`config.mk`:
```
export PLATFORM = sky130hd
export DESIGN_NAME = j1_uart_io
export DESIGN_NICKNAME = d
export VERILOG_FILES = /design/src/rtl/j1_uart_io.sv
export SDC_FILE = /design/constraint.sdc
export NUM_CORES = 1
export LEC_CHECK = 0
export BUFFER_PORTS_ARGS = -buffer_cell sky130_fd_sc_hd__buf_2
export CAP_MARGIN = 20
export CORE_MARGIN = 8
export CORE_UTILIZATION = 45
export DETAILED_ROUTE_END_ITERATION = 12
export GPL_TIMING_DRIVEN = 0
export PLACE_DENSITY = 0.64
export SLEW_MARGIN = 10
export SYNTH_ARGS = -nofsm -noshare
export SYNTH_HDL_FRONTEND = slang
export SYNTH_SLANG_ARGS = --single-unit
```
`constraint.sdc`:
```
create_clock -name clk -period 3.2 [get_ports clk]
set_input_delay 0.48 -clock clk [delete_from_list [all_inputs] [get_ports clk]]
set_output_delay 0.48 -clock clk [all_outputs]
set_load 0.02 [all_outputs]
```
`src/rtl/j1_uart_io.sv`:
```
// UART peripheral for the j1 IO bus: byte TX, RX FIFO, flags register and level IRQ.
// Optional build macro UART_IRQ_EN adds the IRQ mask register and registered irq output.
module j1_uart_io #(
    parameter int          CLKS_PER_BIT = 104,
    parameter int          FIFO_DEPTH   = 8,
    parameter logic [15:0] ADDR_DATA    = 16'h1000,
    parameter logic [15:0] ADDR_FLAGS   = 16'h2000
) (
    input  logic        clk,
    input  logic        resetq,
    input  logic        io_rd,
    input  logic        io_wr,
    input  logic [15:0] io_addr,
    input  logic [15:0] io_dout,
    output logic [15:0] io_din,
    output logic        irq,
    input  logic        uart_rx,
    output logic        uart_tx
);
    localparam int CW = $clog2(CLKS_PER_BIT);
    localparam int AW = $clog2(FIFO_DEPTH);
    localparam logic [CW-1:0] BIT_END  = CW'(CLKS_PER_BIT - 1);
    localparam logic [CW-1:0] HALF_END = CW'(CLKS_PER_BIT / 2 - 1);
    localparam logic [AW:0]   FULL_CNT = (AW+1)'(FIFO_DEPTH);

    typedef enum logic [1:0] {S_IDLE, S_START, S_DATA, S_STOP} uart_state_t;

    logic sel_data, sel_flags;
    assign sel_data  = |(io_addr & ADDR_DATA);
    assign sel_flags = |(io_addr & ADDR_FLAGS);

    logic unused_dout;
    assign unused_dout = &{1'b0, io_dout[15:8]};

    // ---------------- transmitter ----------------
    uart_state_t   tx_state, tx_next;
    logic [CW-1:0] tx_cnt;
    logic [2:0]    tx_bit;
    logic [7:0]    tx_shift;
    logic          tx_ready, tx_start, tx_tick;

    assign tx_ready = (tx_state == S_IDLE);
    assign tx_start = io_wr & sel_data & tx_ready;
    assign tx_tick  = (tx_cnt == BIT_END);

    always_comb begin
        tx_next = tx_state;
        case (tx_state)
            S_IDLE:  if (tx_start) tx_next = S_START;
            S_START: if (tx_tick) tx_next = S_DATA;
            S_DATA:  if (tx_tick && tx_bit == 3'd7) tx_next = S_STOP;
            S_STOP:  if (tx_tick) tx_next = S_IDLE;
            default: tx_next = S_IDLE;
        endcase
    end

    always_ff @(posedge clk or negedge resetq)
        if (!resetq) tx_state <= S_IDLE;
        else         tx_state <= tx_next;

    // uart_tx is updated on the edge that leaves each bit, so every bit lasts exactly one bit period
    always_ff @(posedge clk or negedge resetq) begin
        if (!resetq) begin
            tx_cnt   <= '0;
            tx_bit   <= '0;
            tx_shift <= '0;
            uart_tx  <= 1'b1;
        end else begin
            tx_cnt <= (tx_state == S_IDLE || tx_tick) ? '0 : tx_cnt + 1'b1;
            case (tx_state)
                S_IDLE: if (tx_start) begin
                    tx_shift <= io_dout[7:0];
                    tx_bit   <= '0;
                    uart_tx  <= 1'b0;
                end
                S_START: if (tx_tick) uart_tx <= tx_shift[0];
                S_DATA: if (tx_tick) begin
                    if (tx_bit == 3'd7) uart_tx <= 1'b1;
                    else begin
                        uart_tx  <= tx_shift[1];
                        tx_shift <= tx_shift >> 1;
                    end
                    tx_bit <= tx_bit + 1'b1;
                end
                default: ;
            endcase
        end
    end

    // ---------------- receiver ----------------
    uart_state_t   rx_state, rx_next;
    logic          rx_s1, rx_s2, rx_prev;
    logic [CW-1:0] rx_cnt;
    logic [2:0]    rx_bit;
    logic [7:0]    rx_shift;
    logic          rx_fall, rx_half, rx_tick, rx_push, rx_ferr;

    assign rx_fall = rx_prev & ~rx_s2;
    assign rx_half = (rx_cnt == HALF_END);
    assign rx_tick = (rx_cnt == BIT_END);
    assign rx_push = (rx_state == S_STOP) & rx_tick & rx_s2;
    assign rx_ferr = (rx_state == S_STOP) & rx_tick & ~rx_s2;

    always_comb begin
        rx_next = rx_state;
        case (rx_state)
            S_IDLE:  if (rx_fall) rx_next = S_START;
            S_START: if (rx_half) rx_next = rx_s2 ? S_IDLE : S_DATA;
            S_DATA:  if (rx_tick && rx_bit == 3'd7) rx_next = S_STOP;
            S_STOP:  if (rx_tick) rx_next = S_IDLE;
            default: rx_next = S_IDLE;
        endcase
    end

    always_ff @(posedge clk or negedge resetq)
        if (!resetq) rx_state <= S_IDLE;
        else         rx_state <= rx_next;

    // counter restarts at mid-start so later samples land mid-bit
    always_ff @(posedge clk or negedge resetq) begin
        if (!resetq) begin
            rx_s1    <= 1'b1;
            rx_s2    <= 1'b1;
            rx_prev  <= 1'b1;
            rx_cnt   <= '0;
            rx_bit   <= '0;
            rx_shift <= '0;
        end else begin
            rx_s1   <= uart_rx;
            rx_s2   <= rx_s1;
            rx_prev <= rx_s2;
            rx_cnt  <= (rx_state == S_IDLE || (rx_state == S_START && rx_half) || rx_tick)
                       ? '0 : rx_cnt + 1'b1;
            if (rx_state == S_START && rx_half) rx_bit <= '0;
            if (rx_state == S_DATA && rx_tick) begin
                rx_shift <= {rx_s2, rx_shift[7:1]};
                rx_bit   <= rx_bit + 1'b1;
            end
        end
    end

    // ---------------- RX FIFO and flags ----------------
    logic [7:0]    fifo_mem [FIFO_DEPTH];
    logic [AW-1:0] wptr, rptr;
    logic [AW:0]   count;
    logic          empty, full, do_push, do_pop, overrun, frame_err, flags_rd;
    logic [15:0]   flags, rd_data;

    assign empty    = (count == '0);
    assign full     = (count == FULL_CNT);
    assign do_push  = rx_push & ~full;
    assign do_pop   = io_rd & sel_data & ~empty;
    assign flags_rd = io_rd & sel_flags;
    assign flags    = {11'b0, frame_err, overrun, full, ~empty, tx_ready};
    assign rd_data  = empty ? 16'h0000 : {8'h00, fifo_mem[rptr]};

    always_ff @(posedge clk)
        if (do_push) fifo_mem[wptr] <= rx_shift;

    // a new error on the same edge as a flags read stays set so it is not lost
    always_ff @(posedge clk or negedge resetq) begin
        if (!resetq) begin
            wptr      <= '0;
            rptr      <= '0;
            count     <= '0;
            overrun   <= 1'b0;
            frame_err <= 1'b0;
            io_din    <= '0;
        end else begin
            if (do_push) wptr <= wptr + 1'b1;
            if (do_pop)  rptr <= rptr + 1'b1;
            case ({do_push, do_pop})
                2'b10:   count <= count + 1'b1;
                2'b01:   count <= count - 1'b1;
                default: ;
            endcase
            overrun   <= (rx_push & full) | (overrun & ~flags_rd);
            frame_err <= rx_ferr | (frame_err & ~flags_rd);
            if (io_rd)
                io_din <= (sel_data ? rd_data : 16'h0000) | (sel_flags ? flags : 16'h0000);
        end
    end

`ifdef UART_IRQ_EN
    logic irq_mask;
    always_ff @(posedge clk or negedge resetq) begin
        if (!resetq) begin
            irq_mask <= 1'b0;
            irq      <= 1'b0;
        end else begin
            if (io_wr & sel_flags) irq_mask <= io_dout[0];
            irq <= irq_mask & ~empty;
        end
    end
`else
    assign irq = 1'b0;
`endif

endmodule

```
======== Yosys cells after proc, flatten, opt, wreduce, memory -nomap -nowiden ========
Memories as Yosys holds them, arrays and structs flattened.
Cells that the tools add are included.
word-level totals
  flip-flop bits (word level) ............. 72
  latch bits .............................. 0
  RAM bits ................................ 64
  memory bits (read-only) ................. 0
  input port bits ......................... 37
  output and inout port bits .............. 18
  word-level logic and storage cells ...... 123
  memories ................................ 1
operators by class
  add/subtract/negate cells ............... 8
  $mul .................................... 0
  divide/modulo/power cells ............... 0
  $lt $le $gt $ge ......................... 0
  eq/ne operators ......................... 24
  shift-type cells ........................ 0
  mux-type cells .......................... 33
  bitwise logic cells ..................... 20
  reductions and logical operators ........ 19
memory list
  name      depth  bits a word  rd ports  clocked after memory_dff  wr ports  line  source
  fifo_mem  8      8            1         0                         1         143   logic [7:0] fifo_mem [FIFO_DEPTH];
operator list
  kind                                                  count
  two-way mux 8 bit                                     5
  two-way mux 2 bit                                     9
  inequality test 2 bit (second input constant)         9
  case mux 2 bit (4 select lines)                       2
  case mux 8 bit (2 select lines)                       1
  AND reduction 4 bit                                   4
  adder 7 x 1 -> 7 bit (second input constant)          2
  equality test 7 bit (second input constant)           2
  two-way mux 7 bit                                     2
  AND 1 bit                                             13
  adder 3 x 1 -> 3 bit (second input constant)          4
  two-way mux 3 bit                                     4
  equality test 2 bit (second input constant)           5
  bitwise OR 8 x 5 -> 8 bit                             1
  case mux 4 bit (2 select lines)                       1
  equality test 7 x 6 -> 1 bit (second input constant)  1
  equality test 2 x 1 -> 1 bit (second input constant)  3
  equality test 3 bit (second input constant)           2
  two-way mux 1 bit                                     6
  case mux 3 bit (2 select lines)                       1
  nonzero test 2 bit                                    3
  two-way mux 5 bit                                     1
  adder 4 x 1 -> 4 bit (second input constant)          1
  equality test 4 bit (second input constant)           1
  other kinds (11)                                      21

======== Logic depth before layout (Yosys ltp) ========
  depth after elaboration ................. 6
  gate-level depth with buffers ........... 11
  gate-level depth less buffers ........... 11

======== Worst setup path before layout ========
OpenSTA, ideal clock, no wires.
  kind .................................... reg-to-reg
  start point ............................. reg rx_cnt[0]
  end point ............................... reg count[2]
  library setup time ...................... 0.125 ns
  arrival time ............................ 2.331 ns
  required time ........................... 3.075 ns
  slack ................................... 0.744 ns
  cell stages (with the launch flop) ...... 12
  path buffers ............................ 0
  clock period less this slack ............ 2.456 ns
  cell sequence ........................... dfrtp_1 ha_1 nand3b_1 nor4_2 inv_1 ha_1 xor2_1 ha_1 a21oi_1 xor2_1 nor2_1 xor2_1
between the ends
  word-level cells in the longest chain between the ends .. 6
  elaborated cells between the ends (all ways) .. 8
  classes of those cells .................. eq/ne (3); mux (1); bitwise (3); reduce/logical (1)
RTL lines
  item                                                                   line  source
  from (decl)                                                            93    logic [CW-1:0] rx_cnt;
  from (signal assigned)                                                 132   rx_cnt <= (rx_state == S_IDLE || (rx_state == S_START && rx_half) || rx_tick)
  equality test 7 bit *                                                  100   assign rx_tick = (rx_cnt == BIT_END);
  AND 1 bit * (2 in a row)                                               101   assign rx_push = (rx_state == S_STOP) & rx_tick & rx_s2;
  AND 1 bit *                                                            151   assign do_push = rx_push & ~full;
  equality test 2 x 1 -> 1 bit or equality test 2 bit (tied branches)    172   case ({do_push, do_pop})
  case mux 4 bit (2 select lines) or nonzero test 2 bit (tied branches)  --
  to (signal assigned)                                                   173   2'b10: count <= count + 1'b1;
  to (signal assigned)                                                   174   2'b01: count <= count - 1'b1;
  to (decl)                                                              145   logic [AW:0] count;
Mark *: on every way between the ends. The rest lies on a longest branch, timed or not.
A chain may end at the register's enable or synchronous reset.

======== Worst setup path in the final report ========
Same ends and word-level chain as after synthesis.

==> results.yml <==
outcome:
  run_status: "completed"
clock_tree:
  cts_setup_buffers: 0
  clock-root-buffer: "sky130_fd_sc_hd__clkbuf_16"
  cts_sink_count: 128
  cts_repair_resize_count: 0
  clkLatencyLatePin_ns: 0.42
  cts.path.max_buffers: 2
  clk_pin_slew_ns: 0.06
  cts_tree: "built"
  cts.hold.buffers_added: 0
  cts_htree_levels: 4
  cts_buffers: 17
detailed_routing:
  detail_route.wirelength_um: 10900
  post_dr_wirelength_cell_um: 17.5
  route.vias.total: 3246
  detailedRoute.firstIterationViolations: 252
  remaining_drc_errors: 0
  vias_per_cell: 5.22
  ant_nets: 0
  drt_first_pass_iters: 4
floorplan:
  io_pins: 55
  die_h_um: 128
  initial_core_util: 0.453
  dieWidth_um: 128
  floorplan.core_area_sq_um: 12400
  die-area_sq_um: 16300
  row_count: 41
power:
  design_power_total_mw: 5.24
  power_density_nw_per_um2: 790
  power_leakage_nw: 2.50
  ir_worst_vdd_mv: 0.514
worst_setup_path:
  timing.critical_path.fanout_max: 6
  critPathLaunchType: "flip-flop"
  critical_path_required_time_ns: 3.49
  regToRegStartpoint: "rx_cnt[0]"
  critical_path_arrival_ns: 3.16
  path_class: "flip-flop to flip-flop"
  crit_path_end_kind: "flip-flop"
  timing.reg2reg.setup_slack_ns: 0.33
  worst-r2r-cell-count: 11
  r2r-end: "count[2]"
place:
  place_ws_ns: 0.336
  hpwl_um: 6930
  number_of_port_buffers: 23
  place_congestion: 0.762
sta:
  fin_tns_setup_ns: 0
  maxClockFrequency_mhz: 348
  pins_over_their_slew_limit: 0
  worst_pin_slew_ns: 0.946
  setup_viol_count_final: 0
  finalHoldViolCount: 0
  post-route-period-util: 0.897
  finalWorstPathRequiredPeriod_ns: 2.87
  relSlewSlack: 0.367
  fin_ws_ns: 0.329
  fin_skew_ns: 0.0102
  grt_setup_unrepaired: "false"
global_routing:
  number_of_antenna_violations_at_the_first_check_in_global_routing: 0
  first_pass_grt_wire_length_um: 17400
  grt_start_max_net_pins: 34
  global_route.usage.total: 0.142
  grt_overflow: 0
  grt_pass1_vias: 3221
logic_synthesis:
  mappedNetlistArea_sq_um: 5620
  ys_seq_area_frac: 0.628
  synthArstFlopShare: 0.500
  synthCells: 386
  ys_top_cells_by_count: "64 x sky130_fd_sc_hd__edfxtp_1, 60 x sky130_fd_sc_hd__dfrtp_1, 28 x sky130_fd_sc_hd__nor2_1"
  yosys.cell_types.count: 54
  synthTopCellsByArea: "sky130_fd_sc_hd__edfxtp_1 34%, sky130_fd_sc_hd__dfrtp_1 27%, sky130_fd_sc_hd__mux4_2 6.4%"
  avgSynthCellArea_sq_um: 14.6
  synth_enable_flop_cells: 64
  synth_top_cell_area_share: 0.342
  yosysTopAreaCell: "sky130_fd_sc_hd__edfxtp_1"
  yosys_warning_count: 0
  postSynthRegisterBits: 128
  post-synth-top-count-cell: "sky130_fd_sc_hd__edfxtp_1"
  leading_register_cell_type_out_of_synthesis: "sky130_fd_sc_hd__edfxtp_1"
min_path:
  hold_class: "primary input to asynchronous set/reset pin"
cells_and_area:
  nNetsFinal: 489
  multi_input_area_sq_um: 1960
  post_route_cells_drive_above_1_share: 0.278
  syn_to_final_growth_pct: 17.9
  diodes_inserted: 0
  fillers: 1060
  register_area_sq_um: 3530
flow_run:
  drv.max_cap_violation_count: 0
cell families after synthesis:
group | share of synthesized area
flip-flops | 0.628
multiplexers | 0.129
AND/OR/NAND/NOR | 0.0950
XOR/XNOR | 0.0280
adder cells (fa/ha/maj) | 0.0334
buffers and inverters | 0.0303
other | 0.000667
AO/OA/AOI/OAI | 0.0559
layout make-up:
class,instances,area share
clock inverters,14,0.0281
well taps,172,0.0325
flip-flops and latches,128,0.532
inverters,9,0.00510
plain buffers,21,0.0206
repair buffers,24,0.0208
clock buffers,18,0.0647
multi-input cells,236,0.296
metal layers:
layer | GRT usage | wire [um] | vias to the layer above
met2 | 0.233 | 5520 | 69
met5 | 0 | 0 | -
li1 | - | - | 1520
met4 | 0.0503 | 178 | 0
met3 | 0.0495 | 454 | 16
met1 | 0.169 | 4710 | 1641
worst max-delay path: stages (launching register included):
cell	delay [ns]
sky130_fd_sc_hd__dfrtp_1	0.39
sky130_fd_sc_hd__ha_1	0.27
sky130_fd_sc_hd__nand3b_1	0.16
sky130_fd_sc_hd__nor4_2	0.59
sky130_fd_sc_hd__inv_1	0.15
sky130_fd_sc_hd__ha_1	0.31
sky130_fd_sc_hd__xor2_1	0.17
sky130_fd_sc_hd__ha_1	0.19
sky130_fd_sc_hd__a21oi_1	0.14
sky130_fd_sc_hd__xor2_1	0.17
sky130_fd_sc_hd__nor2_1	0.07
sky130_fd_sc_hd__xor2_1	0.14
stage by stage:
stage	hold WS (ns)	utilization	cell area (sq um)	instances
after floorplan	0.184	-	5650	394
after global placement	0.349	0.482	5980	589
after detailed placement	0.348	0.484	6010	590
after CTS	0.0222	0.534	6630	622
after global routing	0.0440	0.534	6630	622
final	0.0208	0.534	6630	622
registers in the layout (all words and copies together) (netlist names), 4 cells and up, named ones only:
name	cells
rx_shift	8
io_din	8
tx_cnt	7
tx_shift	8
rx_cnt	7
fifo_mem	64
count	4
power by group:
group	switching (mW)	leakage (nW)	internal [mW]
Sequential	0.167	1.25	1.93
Combinational	0.597	0.951	0.541
Clock	0.709	0.294	1.30
Total	1.47	2.50	3.77
cell usage in the layout, fill, tap and decap left out, drive strengths merged, types with 2 or more instances in the layout:
| cell type | count |
|---|---|
| o221ai | 2 |
| xor2 | 9 |
| clkbuf | 21 |
| and3 | 2 |
| nor2b | 7 |
| nand3 | 11 |
| and3b | 2 |
| dfstp | 4 |
| xnor2 | 9 |
| mux4 | 16 |
| nand2b | 5 |
| bufinv | 4 |
| a21boi | 3 |
| mux2 | 28 |
| clkinv | 6 |
| nand3b | 3 |
| inv | 11 |
| dfrtp | 60 |
| a22o | 8 |
| nor3b | 4 |
| a221o | 3 |
| mux2i | 5 |
| a21oi | 4 |
| buf | 42 |
| nor2 | 30 |
| o21ai | 13 |
| edfxtp | 64 |
| ha | 15 |
| clkinvlp | 2 |
| nand2 | 22 |
| nor3 | 8 |
| a31oi | 4 |
| conb | 9 |
worst max path at each step:
| stage | startpoint | end | slack [ns] | depth (start not counted) |
|---|---|---|---|---|
| after global routing | rx_cnt[0] | count[2] | 0.09 | 11 |
| after detailed placement | rx_cnt[0] | count[2] | 0.34 | 11 |
| final | rx_cnt[0] | count[2] | 0.33 | 11 |
| after CTS | rx_cnt[0] | count[2] | 0.29 | 11 |
| after global placement | rx_cnt[0] | fifo_mem[0][3] | 0.04 | 5 |
| after floorplan | rx_cnt[0] | count[2] | 0.74 | 11 |
Note: power is estimated with default switching activity, not from simulation.
